===== src/rtl/latency_counter.sv =====
// Loadable 4-bit down-counter with a zero flag, used to time RAM operations.
module latency_counter (
    input  logic       clk,
    input  logic       rst_n,
    input  logic       load,
    input  logic [3:0] load_value,
    input  logic       dec,
    output logic [3:0] count,
    output logic       zero
);

    // Load takes priority over decrement; decrement saturates at zero.
    always_ff @(posedge clk or negedge rst_n) begin
        if (!rst_n) begin
            count <= 4'd0;
        end else if (load) begin
            count <= load_value;
        end else if (dec && (count != 4'd0)) begin
            count <= count - 4'd1;
        end
    end

    assign zero = (count == 4'd0);

endmodule


===== config.mk =====
export PLATFORM = sky130hd
export DESIGN_NAME = latency_counter
export DESIGN_NICKNAME = d
export VERILOG_FILES = /design/src/rtl/latency_counter.sv
export SDC_FILE = /design/constraint.sdc
export NUM_CORES = 1
export LEC_CHECK = 0
export CORE_AREA = 10 10 47 49
export DETAILED_ROUTE_END_ITERATION = 8
export DIE_AREA = 0 0 57 59
export PLACE_DENSITY = 0.45
export SLEW_MARGIN = 20
export SYNTH_ARGS = -nofsm -noshare
export SYNTH_HDL_FRONTEND = slang
export SYNTH_SLANG_ARGS = --single-unit
export TNS_END_PERCENT = 50

===== constraint.sdc =====
create_clock -name clk -period 2.75 [get_ports clk]
set_input_delay 0.4125 -clock clk [delete_from_list [all_inputs] [get_ports clk]]
set_output_delay 0.4125 -clock clk [all_outputs]
set_load 0.02 [all_outputs]

==> results of run 1 <==
==> worst reg2reg max path, cell delays in order (launching register included) <==
cell      delay (ns)
dfrtp_1         0.41
inv_1           0.06
ha_1            0.24
nor3b_2         0.19
or4_1           0.43
o211ai_2        0.09
==> through the flow <==
step | hold WS, ns | area, sq um
finish | 0.3790 | 421.7
global route | 0.3875 | 421.7
CTS | 0.3737 | 421.7
detailed placement | 0.6225 | 399.1
global placement | 0.6223 | 399.1
floorplan | 0.1169 | 270.3
==> layer usage <==
metal  wire length [um]  GRT usage (%)
met5                  0              0
met4                  0          5.034
met3                 41          2.146
met2                416          8.217
met1                242          3.084
==> cells in the mapped netlist <==
library cell	instances	area (sq um)
o21ai_0	2	10.01
o211ai_2	1	12.51
o21a_1	1	7.510
nand2_1	3	11.26
nor4b_2	1	15.01
a221o_1	1	10.01
nor3_1	2	10.01
and4b_1	1	10.01
nor3b_1	1	7.510
nor3b_2	1	12.51
dfrtp_1	4	100.1
or2b_1	1	7.510
a21oi_1	1	5.000
ha_1	1	12.51
o31a_1	1	8.760
buf_6	1	11.26
inv_1	3	11.26
or4_1	1	7.510
==> cell type report <==
type | count | share of cell area (%)
inverter | 3 | 2.671
sequential | 4 | 23.74
multi-input combinational | 19 | 35.01
timing repair buffer | 12 | 28.49
clock buffer | 3 | 5.341
tap | 16 | 4.748
==> power breakdown <==
| part | switching, mW | leakage (nW) | internal (mW) |
|---|---|---|---|
| Combinational | 0.0316 | 0.112 | 0.0381 |
| Clock | 0.0212 | 0.0138 | 0.0486 |
| Sequential | 0.0102 | 0.0480 | 0.0665 |
==> path summary, 6_finish.rpt <==
check	slack [ns]	cells after the start	from	endpoint
worst max-delay path	0.44	4	count[0]	zero
worst min-delay path	0.38	1	rst_n	count[1]
worst max register to register	1.24	5	count[0]	count[1]
worst min register to register	0.65	2	count[1]	count[1]
max in group asynchronous	2.22	1	rst_n	count[3]
min in group clk	0.65	2	count[1]	count[1]
==> kinds of logic after synthesis <==
family | Yosys count | share of synthesized area, %
fa+ha+maj | 1 | 4.629
simple gates | 11 | 30.09
flops | 4 | 37.04
buf+inv | 4 | 8.333
compound gates | 7 | 19.91
==> flow_summary.yaml, run 1 <==
die:
  row_count: 14
  die_x_um: 57
  die_h_um: 59
  num_io_pins: 13
  core-area_sq_um: 1401
  die-area_sq_um: 3363
  start_util_pct: 19.29
sta:
  clock_skew_ns: 0.00007110
  period_share_pct: 84.11
  hold_violations: 0
  finalMaxSlewViolations: 0
  finalSetupTns_ns: 0
  rsz0062_at_grt: "no"
  worstMarginPinSlew_ns: 0.3237
  slew_headroom_pct: 78.35
  setup_ws_ns: 0.4369
  setup_violations: 0
  post-route-min-period_ns: 2.313
  max_freq_ghz: 0.4323
cells_and_area:
  nNetsFinal: 52
  utilization_pct: 30.09
  regMostFlops: "count"
  n_antenna_cell: 0
  final_cells: 57
  largest_reg_flops: 4
  largestRegisters: "count: 4 flops"
  area_growth_pct: 56.02
  multi_input_area_sq_um: 147.6
  fillCellCount: 161
  final_common_cell: "clkdlybuf4s50_1"
  drive_gt1_share_pct: 14.63
  regArea_sq_um: 100.1
  layout_common_cells: "12 x clkdlybuf4s50_1, 4 x dfrtp_1, 3 x inv_1, 3 x nand2_1, 3 x clkbuf_4"
synth:
  syn_area_sq_um: 270.3
  syn_inst: 27
  ys_ff_latch: 4
  synth.avg_cell_area_sq_um: 10.01
  ys_warn_count: 0
  syn_nets: 36
  synth_cell_types: 18
  ys_seq_area_share_pct: 37.04
route:
  drt-initial-drc-count: 1
  via_per_inst: 4.421
  antenna_left: 0
  drc: 0
  routed_wl_um: 700
  vias: 252
  routedWlPerCell_um: 12.28
  firstDrtPassIters: 2
clock_tree:
  htreeDepth: 1
  cts.clk_slew.worst_paths_ns: 0.04
  clock-sinks: 4
  ctsResizeCount: 0
  cts_made_buffers: 3
  cts_setup_buffers: 0
  insertion_delay_ns: 0.23
  cts_hold_buffers: 0
  cts_tree: "yes"
  root_buffer: "clkbuf_4"
  clockBufferDepth: 2
place:
  place.gp.congestion: 0.6987
  hpwl_um: 612.9
  place_inst: 54
  place_ws_ns: 0.6520
  portBuffers: 12
critical_path:
  crit_fanout: 5
  path_delay_family: "buffers and inverters"
  worst_ep_required_time_ns: 2.34
  criticalPathCategory: "register to output pin"
  path_cells: "inv_1 -> ha_1 -> nor3b_2 -> clkdlybuf4s50_1"
  cp_slowest_cell: "clkdlybuf4s50_1"
  crit_buf_inv: 2
  cp_slowest_stage_delay_ns: 0.66
  end_kind: "output pin"
  cp.arrival_ns: 1.90
  start_kind: "register"
grt:
  antenna_found_initial: 0
  track_usage_pct: 4.492
  grt_max_degree: 11
  grt_pass1_wl_mm: 1.131
  grt.overflow.total: 0
  grt_pass1_vias: 265
power:
  p_leak_nw: 0.1742
  finalPower_uw: 216.1
  ir_worst_vdd_mv: 0.1553
  p_per_area_nw_per_um2: 512.5
run:
  cap_violations: 0
worst_hold_path:
  min_path_type: "primary input to asynchronous set/reset pin"
outcome:
  status: "completed"
No activity file was read; power rests on OpenSTA's default activity.
==> run 2, diff against run 1 <==
Clock period 2.75 ns to 2.3 ns, I/O delays scaled along.
==> flow_summary.yaml, run 2 (synthesis gave the netlist of run 1 again) <==
outcome:
  status: "completed"
clock_tree:
  cts_tree: "yes"
  clockBufferDepth: 2
  cts.clk_slew.worst_paths_ns: 0.04
  htreeDepth: 1
  root_buffer: "clkbuf_4"
  clock-sinks: 4
  cts_made_buffers: 3
  insertion_delay_ns: 0.23
  cts_setup_buffers: 0
route:
  routedWlPerCell_um: 12.46
  firstDrtPassIters: 2
  routed_wl_um: 710
  via_per_inst: 4.316
  vias: 246
  drt-initial-drc-count: 5
  antenna_left: 0
  drc: 0
power:
  p_leak_nw: 0.1910
  p_per_area_nw_per_um2: 613.3
  p_int_uw: 182.9
  ir_worst_vdd_mv: 0.2401
  p_sw_share_pct: 29.70
  clkPwrFrac_pct: 32.8
  comb_power_share_pct: 31.9
  pwr-share-seq_pct: 35.3
  p_sw_uw: 77.25
cells_and_area:
  final_common_cell: "clkdlybuf4s50_1"
  largestRegisters: "count: 4 flops"
  fin_area_sq_um: 424.2
  drive_gt1_share_pct: 14.63
  fillCellCount: 159
  largest_reg_flops: 4
  final_cells: 57
  layout_common_cells: "11 x clkdlybuf4s50_1, 4 x dfrtp_1, 3 x inv_1, 3 x nand2_1, 3 x clkbuf_4"
  area_growth_pct: 56.94
  n_antenna_cell: 0
  regMostFlops: "count"
  nNetsFinal: 52
grt:
  grt_pass1_vias: 282
  grt.overflow.total: 0
  antenna_found_initial: 0
  grt_max_degree: 11
  track_usage_pct: 4.545
  grt_pass1_wl_mm: 1.152
die:
  num_io_pins: 13
  die_h_um: 59
  die-area_sq_um: 3363
  core-area_sq_um: 1401
  die_x_um: 57
  start_util_pct: 19.29
  row_count: 14
sta:
  rsz0062_at_grt: "no"
  finalMaxSlewViolations: 0
  post-route-min-period_ns: 1.848
  setup_ws_ns: 0.4523
  holdWs_ns: 0.3087
  setup_violations: 0
  finalSetupTns_ns: 0
  clock_skew_ns: 0.002104
  slew_headroom_pct: 79.40
  period_share_pct: 80.34
  max_freq_ghz: 0.5412
  hold_violations: 0
  worstMarginPinSlew_ns: 0.3081
place:
  place_ws_ns: 0.2797
  place_area_sq_um: 399.1
  place_inst: 54
  portBuffers: 12
  hpwl_um: 595.1
  place.gp.congestion: 0.7091
critical_path:
  rr_startpoint: "count[0]"
  reg2reg_setup_slack_ns: 0.80
  crit_fanout: 5
  path_cells: "inv_1 -> ha_1 -> nor3b_2 -> dlymetal6s2s_1"
  worst_ep_required_time_ns: 1.96
  end_kind: "output pin"
  crit_start: "count[0]"
  criticalPathCategory: "register to output pin"
  start_kind: "register"
  r2r_cells: 5
  cp.arrival_ns: 1.50
  cp_slowest_stage_delay_ns: 0.42
  reg2reg_to: "count[1]"
  cp_slowest_cell: "dfrtp_1"
run:
  cap_violations: 0
worst_hold_path:
  min_path_type: "primary input to asynchronous set/reset pin"
## run 2: how the worst max path moves through the flow
| stage | to | slack, ns | cells past startpoint |
|---|---|---|---|
| after floorplan | count[0] | 0.69 | 5 |
| after global placement | zero | 0.33 | 4 |
| after detailed placement | zero | 0.28 | 4 |
| after CTS | zero | 0.03 | 4 |
| after global routing | zero | 0.33 | 4 |
| final | zero | 0.45 | 4 |
## run 2: timing repair
action,4_1_cts,5_1_grt
gates resized for setup,0,1
endpoints found under the setup margin,0,1
hold buffers,0,0
## run 2: worst max-delay path, delay by kind of cell, from the launching register on
kind | cells | cell delay, ns
fa+ha+maj | 1 | 0.20
buf+inv | 2 | 0.35
flops | 1 | 0.42
simple gates | 1 | 0.29
## run 2: power by group through the flow
stage | clock, mW | combinational, mW | sequential [mW]
2_1_floorplan | 0 | 0.0347 | 0.101
3_3_place_gp | 0 | 0.0843 | 0.0921
3_5_place_dp | 0 | 0.0849 | 0.0930
4_1_cts | 0.0914 | 0.0851 | 0.0919
5_1_grt | 0.0913 | 0.0917 | 0.0933
6_report | 0.0853 | 0.0829 | 0.0919
## run 2: stage by stage
step	power, mW	utilization, %
after floorplan	0.1359	-
after global placement	0.1764	28.48
after detailed placement	0.1778	28.48
after CTS	0.2685	30.09
after global routing	0.2763	30.27
final	0.2601	30.27
## run 2: metal layers
| metal | wire, um | up-vias | track usage, % | share of wire, % |
|---|---|---|---|---|
| met1 | 245 | 110 | 3.341 | 35 |
| met2 | 403 | 6 | 8.217 | 57 |
| li1 | - | 128 | - | - |
| met4 | 16 | 0 | 5.034 | 2.3 |
| met3 | 44 | 2 | 1.931 | 6.2 |
| met5 | 0 | - | 0 | 0 |
## run 2: layout make-up
| cell class | instances | area (sq um) | area share [%] |
|---|---|---|---|
| flip-flops and latches | 4 | 100.1 | 23.60 |
| clock buffers | 3 | 22.52 | 5.310 |
| multi-input cells | 19 | 147.6 | 34.81 |
| repair buffers | 12 | 122.6 | 28.91 |
| well taps | 16 | 20.02 | 4.720 |
| inverters | 3 | 11.26 | 2.655 |
